`src/rtl/smoldvi_width_gearbox.sv`:
```
// LSB-first W_IN -> W_OUT width converter built on a bit shifter with valid/ready on both sides.
// Optional sticky underrun flag enabled by defining SMOLDVI_GEARBOX_UNDERRUN_EN.
module smoldvi_width_gearbox #(
    parameter int unsigned W_IN     = 10,
    parameter int unsigned W_OUT    = 2,
    parameter int unsigned BUF_BITS = W_IN + W_OUT,
    parameter int unsigned W_LEVEL  = $clog2(BUF_BITS + 1)
) (
    input  logic               clk,
    input  logic               rst,
    input  logic               flush,
    input  logic               in_valid,
    output logic               in_ready,
    input  logic [W_IN-1:0]    din,
    output logic               out_valid,
    input  logic               out_ready,
    output logic [W_OUT-1:0]   dout,
`ifdef SMOLDVI_GEARBOX_UNDERRUN_EN
    output logic               underrun,
    input  logic               clr_underrun,
`endif
    output logic [W_LEVEL-1:0] level
);

    localparam logic [W_LEVEL-1:0]  IN_LIMIT = W_LEVEL'(BUF_BITS - W_IN);
    localparam logic [W_LEVEL-1:0]  OUT_MIN  = W_LEVEL'(W_OUT);
    localparam logic [W_LEVEL-1:0]  IN_STEP  = W_LEVEL'(W_IN);
    localparam logic [BUF_BITS-1:0] IN_MASK  = BUF_BITS'({W_IN{1'b1}});

    generate
        if (BUF_BITS < W_IN + W_OUT - 1) begin : g_bad_cfg
            $error("smoldvi_width_gearbox: BUF_BITS must be >= W_IN+W_OUT-1");
        end
    endgenerate

    logic [BUF_BITS-1:0] buf_q, buf_d;
    logic [W_LEVEL-1:0]  level_q, level_d;
    logic [BUF_BITS-1:0] shifted;
    logic [W_LEVEL-1:0]  base;
    logic                push, pop;

    // Handshake depends only on registered level, never on out_ready.
    assign in_ready  = !flush && (level_q <= IN_LIMIT);
    assign out_valid = !flush && (level_q >= OUT_MIN);
    assign dout      = buf_q[W_OUT-1:0];
    assign level     = level_q;
    assign push      = in_valid && in_ready;
    assign pop       = out_valid && out_ready;

    always_comb begin
        shifted = pop ? (buf_q >> W_OUT) : buf_q;
        base    = pop ? (level_q - OUT_MIN) : level_q;
        buf_d   = shifted;
        level_d = base;
        if (push) begin
            // Clear stale bits above the fill point before inserting the new word.
            buf_d   = (shifted & ~(IN_MASK << base)) | (BUF_BITS'(din) << base);
            level_d = base + IN_STEP;
        end
        if (flush) begin
            level_d = '0;
        end
    end

    always_ff @(posedge clk) begin
        if (rst) begin
            level_q <= '0;
        end else begin
            level_q <= level_d;
        end
    end

    always_ff @(posedge clk) begin
        buf_q <= buf_d;
    end

`ifdef SMOLDVI_GEARBOX_UNDERRUN_EN
    logic started_q;
    logic underrun_q;

    always_ff @(posedge clk) begin
        if (rst || flush) begin
            started_q <= 1'b0;
        end else if (pop) begin
            started_q <= 1'b1;
        end
    end

    // Set has priority over a simultaneous clear.
    always_ff @(posedge clk) begin
        if (rst) begin
            underrun_q <= 1'b0;
        end else if (started_q && out_ready && !out_valid && !flush) begin
            underrun_q <= 1'b1;
        end else if (clr_underrun) begin
            underrun_q <= 1'b0;
        end
    end

    assign underrun = underrun_q;
`endif

`ifndef SYNTHESIS
    logic            stall_q;
    logic [W_IN-1:0] din_q;

    always_ff @(posedge clk) begin
        stall_q <= !rst && in_valid && !in_ready;
        din_q   <= din;
        if (!rst) begin
            assert (level_q <= W_LEVEL'(BUF_BITS));
            if (stall_q && in_valid) begin
                assert (din == din_q);
            end
        end
    end
`endif

endmodule

```
`config.mk`:
```
export PLATFORM = sky130hd
export DESIGN_NAME = smoldvi_width_gearbox
export DESIGN_NICKNAME = d
export VERILOG_FILES = /design/src/rtl/smoldvi_width_gearbox.sv
export SDC_FILE = /design/constraint.sdc
export NUM_CORES = 1
export LEC_CHECK = 0
export ABC_AREA = 1
export BUFFER_PORTS_ARGS = -buffer_cell sky130_fd_sc_hd__clkbuf_2
export CORE_UTILIZATION = 52
export DETAILED_ROUTE_END_ITERATION = 8
export GPL_TIMING_DRIVEN = 1
export PLACE_DENSITY_LB_ADDON = 0.25
export RECOVER_POWER = 25
export SETUP_SLACK_MARGIN = 0.15
export SLEW_MARGIN = 10
export SYNTH_ARGS = -nofsm -noshare
export SYNTH_HDL_FRONTEND = slang
export SYNTH_SLANG_ARGS = --single-unit
```
`constraint.sdc`:
```
create_clock -name clk -period 2.8 [get_ports clk]
set_input_delay 0.56 -clock clk [delete_from_list [all_inputs] [get_ports clk]]
set_output_delay 0.56 -clock clk [all_outputs]
set_load 0.02 [all_outputs]
```
**After elaboration in Yosys (flattened, before gate mapping)**

Index checks and enable logic that the tools add are counted.

- Output and inout port bits: 8
- Logic and storage cells: 21
- Flip-flop bits (word level): 16
- Bits of input ports: 15

- Reductions and logical operators: 6
- Order comparisons: 2
- Multiplexer cells: 4
- Bitwise operators: 3
- Shifts and indexed selects: 2
- Add/subtract/negate cells: 2

Operators by type and width:

| cell | count |
|---|---|
| 12-bit 2-to-1 mux | 2 |
| 12-bit bitwise AND | 1 |
| 12-bit inverter | 1 |
| 12-bit OR | 1 |
| 10-bit by 4-bit left shift with 12-bit output | 1 |
| 10-bit by 4-bit left shift with 12-bit output (first input constant) | 1 |
| 4-bit 2-to-1 mux | 2 |
| 4-bit adder (second input constant) | 1 |
| 4-bit by 2-bit greater-or-equal comparator with 1-bit output (second input constant) | 1 |
| 4-bit by 2-bit <= comparator with 1-bit output (second input constant) | 1 |
| 1-bit logical AND | 4 |
| 4-bit by 2-bit subtractor with 4-bit output (second input constant) | 1 |
| 2-bit OR reduction | 1 |
| 1-bit logical NOT | 1 |

**Longest topological paths before layout**

- Depth in word-level cells: 9
- Mapped depth: 14
- Mapped depth without buffers: 14

**Worst setup path after synthesis**

OpenSTA, ideal clock, no wires.

- Path kind: flip-flop to flip-flop
- Start: reg level_q[2], in the netlist level[2]
- End: reg level_q[3], in the netlist level[3]
- Setup time: 0.116 ns
- Required time: 2.684 ns
- Path buffers: 1
- Cell stages (with the launch flop): 14
- Path slack: 0.744 ns
- Clock period less this slack: 2.056 ns
- Arrival time: 1.940 ns
- Cells stage by stage: dfxtp_1 -> inv_1 -> ha_1 -> nor2_1 -> nand2_4 -> nand3_4 -> nand2_1 -> nand2_1 -> buf_2 -> nand2_1 -> ha_1 -> nand2_1 -> o211ai_1 -> inv_1

- Cells in the longest elaborated chain, start to end: 6
- Elaborated cells on any way between the ends: 10
- Those cells by class: 2 x add/sub; 2 x order compare; 2 x mux; 4 x reduce/logical

Ends and longest elaborated chain:

| item | RTL line | text |
|---|---|---|
| start, declared | 37 | `logic [W_LEVEL-1:0] level_q, level_d;` |
| start signal, assigned | 69 | `level_q <= level_d;` |
| 4-bit by 2-bit greater-or-equal comparator with 1-bit output | 44 | `assign out_valid = !flush && (level_q >= OUT_MIN);` |
| 1-bit logical AND | 44 |  |
| 1-bit logical AND | 48 | `assign pop = out_valid && out_ready;` |
| 4-bit 2-to-1 mux | 52 | `base = pop ? (level_q - OUT_MIN) : level_q;` |
| 4-bit adder | 58 | `level_d = base + IN_STEP;` |
| 4-bit 2-to-1 mux (*) | 55 | `if (push) begin` |

Mark *: on every way between the ends. The rest lies on a longest branch, timed or not.
A chain may end at the register's enable or synchronous reset.

**Final worst setup path**

Ends and elaborated chain as after synthesis.

==> flow_summary.ini <==
[run_status]
status = finished clean

[sta]
fin_skew_ps = 11.4
worst_slack_ps = 566
setup_violations = 0
finalHoldViolations = 0
slew_violations = 0
fin_setup_tns_ps = 0
period_share_pct = 79.8
fin_crit_ps = 2230
max_freq_mhz = 448
rsz0062_at_grt = false

[drt]
ant_nets = 0
viasPerCell = 5.31
postRouteWirelength_mm = 2.86
drt_iter0_drc = 74
wire_per_inst_um = 12.0
vias = 1270
remaining_drc_errors = 0
firstDrtPassIters = 4

[setup_path]
cp_top_family = simple AND/OR/NAND/NOR gates
timing.critical_path.buf_inv = 2
crit_top_cell = nand2_1
worst-setup-path-type = reg -> reg
arrival_ps = 2440
required_ps = 3010
cp_max_fo = 19
endpoint_kind = register
slowest_stage = dfxtp_1
startpoint_type = register
slowest_delay_ps = 400
worstPathCellList = inv_1 -> ha_1 -> nor2_1 -> nand2_4 -> nand3_4 -> nand2_1 -> nand2_1 -> nand2_1 -> ha_1 -> nand2_1 -> o211ai_1 -> inv_1

[synth]
ys.flop_type = dfxtp_1
yosysWarnings = 0
avgSynthCellArea_um2 = 6.12
async_flop_share_pct = 0
yosysTopAreaCellShare_pct = 25.3
yosysUniqueCellTypes = 25
netlist_top_cells_area = dfxtp_1 25%, nand2_1 20%, nand3_1 13%, inv_1 5.7%, nor2_1 5.1%
synth_seq_cells = 15
yosys.area.top_type = dfxtp_1
yosysSeqAreaShare_pct = 25.3
syn_area_mm2 = 0.00119
synthCells = 194
synth-edff-count = 0
postSynthNetCount = 212

[global_routing]
grt_usage_pct = 26.1
first_global_vias = 1098
antenna_found_initial = 0
overflow = 0
grt_pass1_wl_mm = 4.90
grt_max_degree = 20

[power]
power.leakage_nw = 0.709
power_mw = 0.719
p_per_area_mw_per_mm2 = 553
peakVddDrop_uv = 383

[cells_and_area]
nFillCells = 206
diodes = 0
register_area_um2 = 300
drive_above_1_share_pct = 17.9
multi_input_area_um2 = 753
syn2layout_area_growth_pct = 9.48
layout.nets = 231

[floorplan]
coreArea_mm2 = 0.00206
row_count = 16
die_area_mm2 = 0.00248
start_util_pct = 57.6
io_pins = 23
die_y_um = 49.8
die_width_um = 49.8

[clocking]
cts_hold_buf = 0
clock_path_buffers = 2
post-cts-setup-buffers = 0
cts.sinks = 15
cts_tree = yes
cts_root_buf = clkbuf_4
cts_buffers = 3
clkLatencyLatePin_ps = 300
cts.clk_slew.worst_paths_ps = 100
cts_resized = 0
cts.htree.levels = 1

[placement]
finalWeightedCongestion = 0.934
post-place-ws_ps = 599
place_hpwl_mm = 2.23
portBuffers = 21

[flow_run]
cap_viol_max_count = 0

[min_path]
hp-class = reg -> reg
Yosys cell counts (2+ instances only):
| cell | count |
|---|---|
| a21oi_1 | 2 |
| buf_2 | 2 |
| buf_4 | 5 |
| dfxtp_1 | 15 |
| ha_1 | 3 |
| inv_1 | 18 |
| inv_2 | 5 |
| mux2i_1 | 3 |
| nand2_1 | 62 |
| nand2_2 | 5 |
| nand2_4 | 2 |
| nand3_1 | 32 |
| nand4_1 | 2 |
| nor2_1 | 16 |
| o21ai_0 | 5 |
| o21ai_1 | 6 |
| o21ai_2 | 2 |
| o22ai_1 | 2 |
logic make-up after synthesis:
family | after synthesis | share of synthesized area, %
adders and majority gates | 3 | 3.16
xor gates and xnor gates | 1 | 0.738
other | 1 | 0.316
AOI/OAI and AO/OA | 18 | 8.64
DFF | 15 | 25.3
and+or+nand+nor | 123 | 48.0
buffers and inverters | 30 | 11.3
muxes | 3 | 2.53
flip-flops by register name, summed over array words and instances (netlist names):
signal / count
buf_q: 12
level: 3
placed cells by master, fill, tap and decap left out, drive strengths merged:
cell and n:
nand2 69, nand3 34, clkbuf 24, inv 23, nor2 17, dfxtp 15, o21ai 13, mux2i 3
ha 3, nand4 3, a21oi 2, o22ai 2, xnor2 1, o211ai 1, conb 1, clkinv 1
final timing paths:
path	from	to	slack, ps	cells past startpoint
worst max-delay path	level[2]	level[3]	570	12
worst min-delay path	buf_q[10]	buf_q[10]	480	2
worst max register to register	level[2]	level[3]	570	12
worst min register to register	buf_q[10]	buf_q[10]	480	2
worst register-to-register path, cell delays in order, from the launching register on:
cell and delay [ps]:
dfxtp_1 400, inv_1 90, ha_1 200, nor2_1 170
nand2_4 110, nand3_4 200, nand2_1 80, nand2_1 270
nand2_1 110, ha_1 290, nand2_1 60, o211ai_1 100
inv_1 50
power by group:
part | internal (mW) | total (mW) | switching, mW
combinational | 0.0989 | 0.273 | 0.174
sequential | 0.281 | 0.315 | 0.0346
clock | 0.0533 | 0.132 | 0.0783
metal layers:
metal | share of wire, % | GRT usage, %
met1 | 48 | 36.9
met2 | 44 | 37.8
met3 | 6.1 | 3.09
met4 | 2.4 | 14.3
met5 | 0 | 0
cell type report:
cell class              count  area share [%]
clock buffers               3            1.73
clock inverters             1           0.385
inverters                  23            6.64
multi-input cells         149            57.9
flip-flops and latches     15            23.1
well taps                  27            2.60
repair buffers             21            7.60
through the flow:
stage               util [%]  instance area, um2  hold slack, ps  instances
finish                  63.0                1300             477        239
global placement        62.0                1280             467        235
global route            63.0                1300             513        239
CTS                     63.3                1310             481        239
floorplan                  -                1190             447        194
detailed placement      62.0                1280             467        235
Power figures use the tool's default switching activity.
